===== config.mk =====
export PLATFORM = sky130hd
export DESIGN_NAME = sccb_clock_gen_flat
export DESIGN_NICKNAME = d
export VERILOG_FILES = /design/src/rtl/sccb_clock_gen_if.sv /design/src/rtl/sccb_clock_gen.sv /design/src/flat_wrapper.sv
export SDC_FILE = /design/constraint.sdc
export NUM_CORES = 1
export LEC_CHECK = 0
export CAP_MARGIN = 20
export CORE_UTILIZATION = 41
export DETAILED_ROUTE_END_ITERATION = 12
export DONT_BUFFER_PORTS = 1
export GPL_ROUTABILITY_DRIVEN = 0
export REMOVE_ABC_BUFFERS = 1
export SYNTH_ARGS = -nofsm -noshare
export SYNTH_HDL_FRONTEND = slang
export SYNTH_SLANG_ARGS = --single-unit
export TNS_END_PERCENT = 50

===== constraint.sdc =====
create_clock -name clk -period 5 [get_ports clk]
set_input_delay 0.5 -clock clk [delete_from_list [all_inputs] [get_ports clk]]
set_output_delay 0.5 -clock clk [all_outputs]
set_load 0.1 [all_outputs]

===== src/rtl/sccb_clock_gen_if.sv =====
// Tick/phase/SIOC bundle between the SCCB timebase and its consumer.
// The master side drives the timing outputs; the slave side drives enable.
interface sccb_clock_gen_if;
  logic       enable;
  logic       tick;
  logic [1:0] phase;
  logic       sioc;

  modport master (
    input  enable,
    output tick,
    output phase,
    output sioc
  );

  modport slave (
    output enable,
    input  tick,
    input  phase,
    input  sioc
  );
endinterface


===== src/rtl/sccb_clock_gen.sv =====
// SCCB timebase: divides clk down to a one-cycle tick strobe every DIV
// enabled cycles, advances a quarter-phase index on each tick and derives
// the SIOC level from it (high in phases 0/1, low in phases 2/3).
module sccb_clock_gen #(
  parameter int CLK_FREQ_HZ  = 50_000_000,
  parameter int TICK_FREQ_HZ = 50_000
) (
  input  logic             clk,
  input  logic             reset,
  sccb_clock_gen_if.master bus
);

  localparam int DIV   = (TICK_FREQ_HZ > 0) ? (CLK_FREQ_HZ / TICK_FREQ_HZ) : 0;
  // Width is clamped to 1 so an illegal divider still elaborates far enough
  // to reach the error below instead of failing on a zero-width vector.
  localparam int CNT_W = (DIV >= 2) ? $clog2(DIV) : 1;
  localparam logic [CNT_W-1:0] CNT_MAX = CNT_W'(DIV - 1);

  generate
    if (DIV < 2) begin : g_div_check
      $error("sccb_clock_gen: DIV = CLK_FREQ_HZ / TICK_FREQ_HZ must be >= 2");
    end
    if (TICK_FREQ_HZ > CLK_FREQ_HZ / 2) begin : g_freq_check
      $error("sccb_clock_gen: TICK_FREQ_HZ must not exceed CLK_FREQ_HZ / 2");
    end
  endgenerate

  logic [CNT_W-1:0] cnt_q,   cnt_d;
  logic             tick_q,  tick_d;
  logic [1:0]       phase_q, phase_d;
  logic             sioc_q,  sioc_d;
  logic [1:0]       phase_inc;

  assign phase_inc = phase_q + 2'd1;

  // Next-state: count while enabled, wrap and strobe at terminal count.
  always_comb begin
    cnt_d   = cnt_q;
    tick_d  = 1'b0;
    phase_d = phase_q;
    sioc_d  = sioc_q;
    if (bus.enable) begin
      if (cnt_q == CNT_MAX) begin
        cnt_d   = '0;
        tick_d  = 1'b1;
        phase_d = phase_inc;
        sioc_d  = ~phase_inc[1];
      end else begin
        cnt_d   = cnt_q + 1'b1;
      end
    end
  end

  // State register; reset overrides enable and suppresses a pending tick.
  always_ff @(posedge clk) begin
    if (reset) begin
      cnt_q   <= '0;
      tick_q  <= 1'b0;
      phase_q <= 2'd0;
      sioc_q  <= 1'b1;
    end else begin
      cnt_q   <= cnt_d;
      tick_q  <= tick_d;
      phase_q <= phase_d;
      sioc_q  <= sioc_d;
    end
  end

  assign bus.tick  = tick_q;
  assign bus.phase = phase_q;
  assign bus.sioc  = sioc_q;

endmodule


===== src/flat_wrapper.sv =====
// flat-port wrapper written by rule: the top's interface ports become plain ports
module sccb_clock_gen_flat 
#(
  parameter int CLK_FREQ_HZ  = 50_000_000,
  parameter int TICK_FREQ_HZ = 50_000
)
  (clk, reset, bus_enable, bus_tick, bus_phase, bus_sioc);
  sccb_clock_gen_if bus_i ();
  input  logic clk;
  input  logic reset;
  input wire logic [$bits(bus_i.enable)-1:0] bus_enable;
  output wire logic [$bits(bus_i.tick)-1:0] bus_tick;
  output wire logic [$bits(bus_i.phase)-1:0] bus_phase;
  output wire logic [$bits(bus_i.sioc)-1:0] bus_sioc;
  assign bus_i.enable = bus_enable;
  assign bus_tick = bus_i.tick;
  assign bus_phase = bus_i.phase;
  assign bus_sioc = bus_i.sioc;
  sccb_clock_gen #(.CLK_FREQ_HZ(CLK_FREQ_HZ), .TICK_FREQ_HZ(TICK_FREQ_HZ)) u_core (.clk(clk), .reset(reset), .bus(bus_i));
endmodule

### Yosys cells after proc, flatten, opt, wreduce, memory -nomap -nowiden

Cells that the tools add are included.
W data, S select, Z words.

* muxes and demuxes: 2
* bitwise gates (word level): 2
* reductions and logical operators: 2
* add/subtract/negate cells: 2
* equality and inequality tests: 1

Operator list (number)
* $add A10 B1 Y10 const B: 1
* $eq A10 B10 Y1 const B: 1
* $mux W10: 1
* $add A2 B1 Y2 const B: 1
* $not A1 Y1: 2
* $reduce_and A2 Y1: 1
* $reduce_or A2 Y1: 1
* $mux W1: 1

* output and inout port bits: 4
* word-level logic and storage cells: 13
* bits in registers: 14

### Logic depth before layout (Yosys ltp)

* word-level depth: 2
* depth in mapped cells: 4
* gate-level depth less buffers: 4

### Least setup slack after synthesis

No wires, ideal clock.

* kind: register -> register
* from: register u_core.phase_q[0] (netlist: u_core.bus.phase[0])
* to: register u_core.phase_q[1] (netlist: u_core.bus.phase[1])
* library setup time: 0.121 ns
* data arrival time: 1.641 ns
* clock period less this slack: 1.762 ns
* slack: 3.238 ns
* data required time: 4.879 ns
* path buffers: 0
* cell stages (with the launch flop): 4
* cells stage by stage: dfxtp_1 nand2_1 nor4_1 mux2_2

* word-level cells in the longest chain between the ends: 1

RTL lines
* from (decl): RTL line sccb_clock_gen.sv:30 `logic [1:0] phase_q, phase_d;`
* from (signal assigned): RTL line sccb_clock_gen.sv:64 `phase_q <= phase_d;`
* $add A2 B1 Y2: RTL line sccb_clock_gen.sv:34 `assign phase_inc = phase_q + 2'd1;`

Every way passes these cells.
A chain may end at the register's enable or synchronous reset.

### Worst setup path in the final report

Same ends and word-level chain as after synthesis.

==> flow_summary.rst <==
.. list-table::
   :header-rows: 1

   * - Metric
     - Value
   * - Setup repair after global routing missed its margin
     - false
   * - Die height
     - 41.6 microns
   * - Critical path required time
     - 5.18 ns
   * - Data arrival at the endpoint of the critical path
     - 2.03 ns
   * - Area inside the core boundary
     - 0.00138 sq mm
   * - Vias
     - 479
   * - CTS H-tree depth
     - 1
   * - Worst Hold Margin
     - 0.273 ns
   * - Fin crit share
     - 37.1%
   * - Endpoint type of the worst setup path
     - flip-flop
   * - Clock tree root driver cell
     - sky130_fd_sc_hd__clkbuf_4
   * - Post-detailed-route DRC marker count
     - 0
   * - Clock Latency Late Sink
     - 0.28 ns
   * - First-pass GRT wire length
     - 1740 microns
   * - Outcome
     - finished, final reports clean
   * - Slew Limit Fails
     - 0
   * - HPWL Detailed
     - 810 microns
   * - Fin Setup TNS
     - 0 ns
   * - Number of cells traversed by the worst register-to-register path
     - 3
   * - Max IR drop VDD
     - 0.000205 V
   * - Delay of the slowest cell on the worst path
     - 1.02 ns
   * - N_diodes
     - 0
   * - Number of filler cells placed in the layout
     - 126
   * - # rows
     - 13
   * - RR Endpoint
     - u_core.bus.phase[1]$_SDFFE_PP0P_
   * - Number of buffers on the longest clock path
     - 2
   * - Synth unique cells
     - 29
   * - Leakage power
     - 0.243 nW
   * - CTS tree
     - yes
   * - Number of setup violations in the final report
     - 0
   * - Number of port buffers
     - 0
   * - Class of the most critical setup path
     - reg -> reg
   * - Cts repair resizes
     - 0
   * - Avg Vias per Cell
     - 5.57
   * - Fraction of synthesis flops using an asynchronous set or reset pin
     - 0%
   * - CTS clock-pin slew for the worst setup and hold paths
     - 0.08 ns
   * - Overall overflow remaining after global route
     - 0
   * - Power density over the cells
     - 298 mW/mm^2
   * - Worst Hold Launch
     - reset
   * - DIE WIDTH
     - 41.6 microns
   * - Total wirelength of the detailed-routed design
     - 1100 microns
   * - Sequential area share after synthesis
     - 43.5%
   * - Cell Area, Synth
     - 644 sq um
   * - Max-slew headroom at the worst pin
     - 30.0%
   * - Worst clock skew
     - 0.00243 ns
   * - Via count of the first global-routing pass
     - 393
   * - Boundary Pins
     - 7
   * - Average wire per standard cell
     - 12.8 microns
   * - Final Hold Violating Endpoints
     - 0
   * - Clk sink count
     - 14
   * - Post-layout minimum cycle time
     - 1.86 ns
   * - Post-synthesis average cell area
     - 9.34 sq um
   * - Startpoint class of the critical path
     - flip-flop
   * - Post-route total power
     - 0.000205 W
   * - Number of synthesis warnings
     - 0
   * - Synth-to-layout area growth
     - 6.80%
   * - Total global routing track utilization
     - 13.7%
   * - Worst min-delay path class
     - in -> reg
   * - Initial standard-cell utilization of the core
     - 46.6%
   * - Flip-flop and latch count after synthesis
     - 14
   * - Cell depth of the worst hold path
     - 1
   * - Worst reg2reg startpoint
     - u_core.bus.phase[0]$_SDFFE_PP0P_
   * - Register-to-register path setup slack
     - 3.14 ns
   * - Mapped Cells
     - 69
   * - Buffers inserted by post-CTS timing repair
     - 0
   * - Slowest cell on crit path
     - sky130_fd_sc_hd__dfxtp_1
   * - Number of nets at the end of the flow
     - 76
   * - Worst Tran Pin Value
     - 1.05 ns
   * - Worst-case hold path end point
     - u_core.cnt_q[9]$_SDFFE_PP0P_
   * - Worst Path Buf+Inv
     - 0
   * - Die Footprint
     - 0.00173 sq mm
   * - Prevailing post-synth register cell
     - sky130_fd_sc_hd__dfxtp_1
   * - Number of enable flip-flop cells after synthesis
     - 0
   * - Initial DRC count
     - 10
   * - Largest net degree at the start of global routing
     - 10
   * - Max Cap Viol
     - 0
   * - Initial antenna violation count
     - 0
   * - Num CTS Buffers
     - 3
   * - Peak clock frequency supported by timing
     - 539 MHz
   * - Post-route antenna net violation count
     - 0
   * - Cell-by-cell listing of the critical path
     - nand2_1 > nor4_1 > mux2_2
   * - Top library cells by usage in the layout, fill and taps aside
     - sky130_fd_sc_hd__dfxtp_1 (14), sky130_fd_sc_hd__nor2_1 (8)
   * - Leading cell type in the layout, fill and taps excluded
     - sky130_fd_sc_hd__dfxtp_1
   * - Fraction of final layout cells with drive strength greater than 1
     - 14.1%
   * - Delay-heaviest family, CP
     - flip-flops
   * - Hold buffer count at cts
     - 0
   * - CP Max Fanout
     - 5
   * - Detailed-routing iteration count for the pre-antenna-repair pass
     - 4
==> per-stage QoR <==
stage	setup slack, ns	cell area [sq um]	utilization [%]	instances
6_report	3.14	688	49.8	86
2_1_floorplan	3.24	633	-	67
4_1_cts	3.14	688	49.8	86
5_1_grt	3.05	688	49.8	86
3_5_place_dp	3.15	652	47.1	82
3_3_place_gp	3.18	652	47.1	82
==> worst max-delay path by stage <==
stage,startpoint,to,slack (ns),depth (start not counted)
2_1_floorplan,u_core.bus.phase[0]$_SDFFE_PP0P_,u_core.bus.phase[1]$_SDFFE_PP0P_,3.24,3
3_3_place_gp,u_core.bus.phase[0]$_SDFFE_PP0P_,u_core.bus.phase[1]$_SDFFE_PP0P_,3.18,3
3_5_place_dp,u_core.bus.phase[0]$_SDFFE_PP0P_,u_core.bus.phase[1]$_SDFFE_PP0P_,3.15,3
4_1_cts,u_core.bus.phase[0]$_SDFFE_PP0P_,u_core.bus.phase[1]$_SDFFE_PP0P_,3.14,3
5_1_grt,u_core.bus.phase[0]$_SDFFE_PP0P_,u_core.bus.phase[1]$_SDFFE_PP0P_,3.05,3
6_report,u_core.bus.phase[0]$_SDFFE_PP0P_,u_core.bus.phase[1]$_SDFFE_PP0P_,3.14,3
==> cell type report <==
class	instances	area, sq um	share of cell area (%)
clock buffers	4	36.3	5.27
well taps	15	18.8	2.73
multi-input cells	51	345	50.2
inverters	2	7.51	1.09
flip-flops and latches	14	280	40.7
==> cells by family after synthesis <==
| kind of cell | count (synthesis) | synth area share (%) |
|---|---|---|
| multiplexers | 3 | 5.63 |
| XOR/XNOR | 5 | 6.80 |
| AND/OR/NAND/NOR | 29 | 25.2 |
| AO/OA/AOI/OAI | 13 | 14.0 |
| buffers and inverters | 4 | 2.91 |
| adder cells (fa/ha/maj) | 1 | 1.94 |
| flip-flops | 14 | 43.5 |
==> layer usage <==
metal / wire length, microns / GRT usage, % / vias up
li1: - / - / 257
met1: 570 / 17.7 / 212
met2: 464 / 18.4 / 7
met3: 46 / 7.83 / 3
met4: 17 / 5.81 / 0
met5: 0 / 0 / -
==> state kept, by name (all words and copies together), names as in the netlist <==
register,count
u_core.bus.sioc,1
u_core.cnt_q,10
u_core.bus.phase,2
u_core.bus.tick,1
==> synth_stat cells, drive strengths merged (2+ instances only) <==
library cell	n	area share (%)
dfxtp	14	43
or3	3	2.9
or4	3	4.1
o21ai	3	2.3
nor2	8	4.7
xor2	4	5.4
buf	2	1.7
mux2	2	4.1
nor2b	2	1.9
nand4	4	3.9
inv	2	1.2
o41ai	2	3.9
nand3	3	3.1
a21oi	4	3.1
nand2	4	2.3
==> report_power, final <==
| group | internal (W) | switching (W) |
|---|---|---|
| Combinational | 0.00000393 | 0.00000403 |
| Clock | 0.0000444 | 0.0000365 |
| Sequential | 0.000114 | 0.00000246 |
| Total | 0.000162 | 0.0000430 |
No activity file was read; power rests on OpenSTA's default activity.
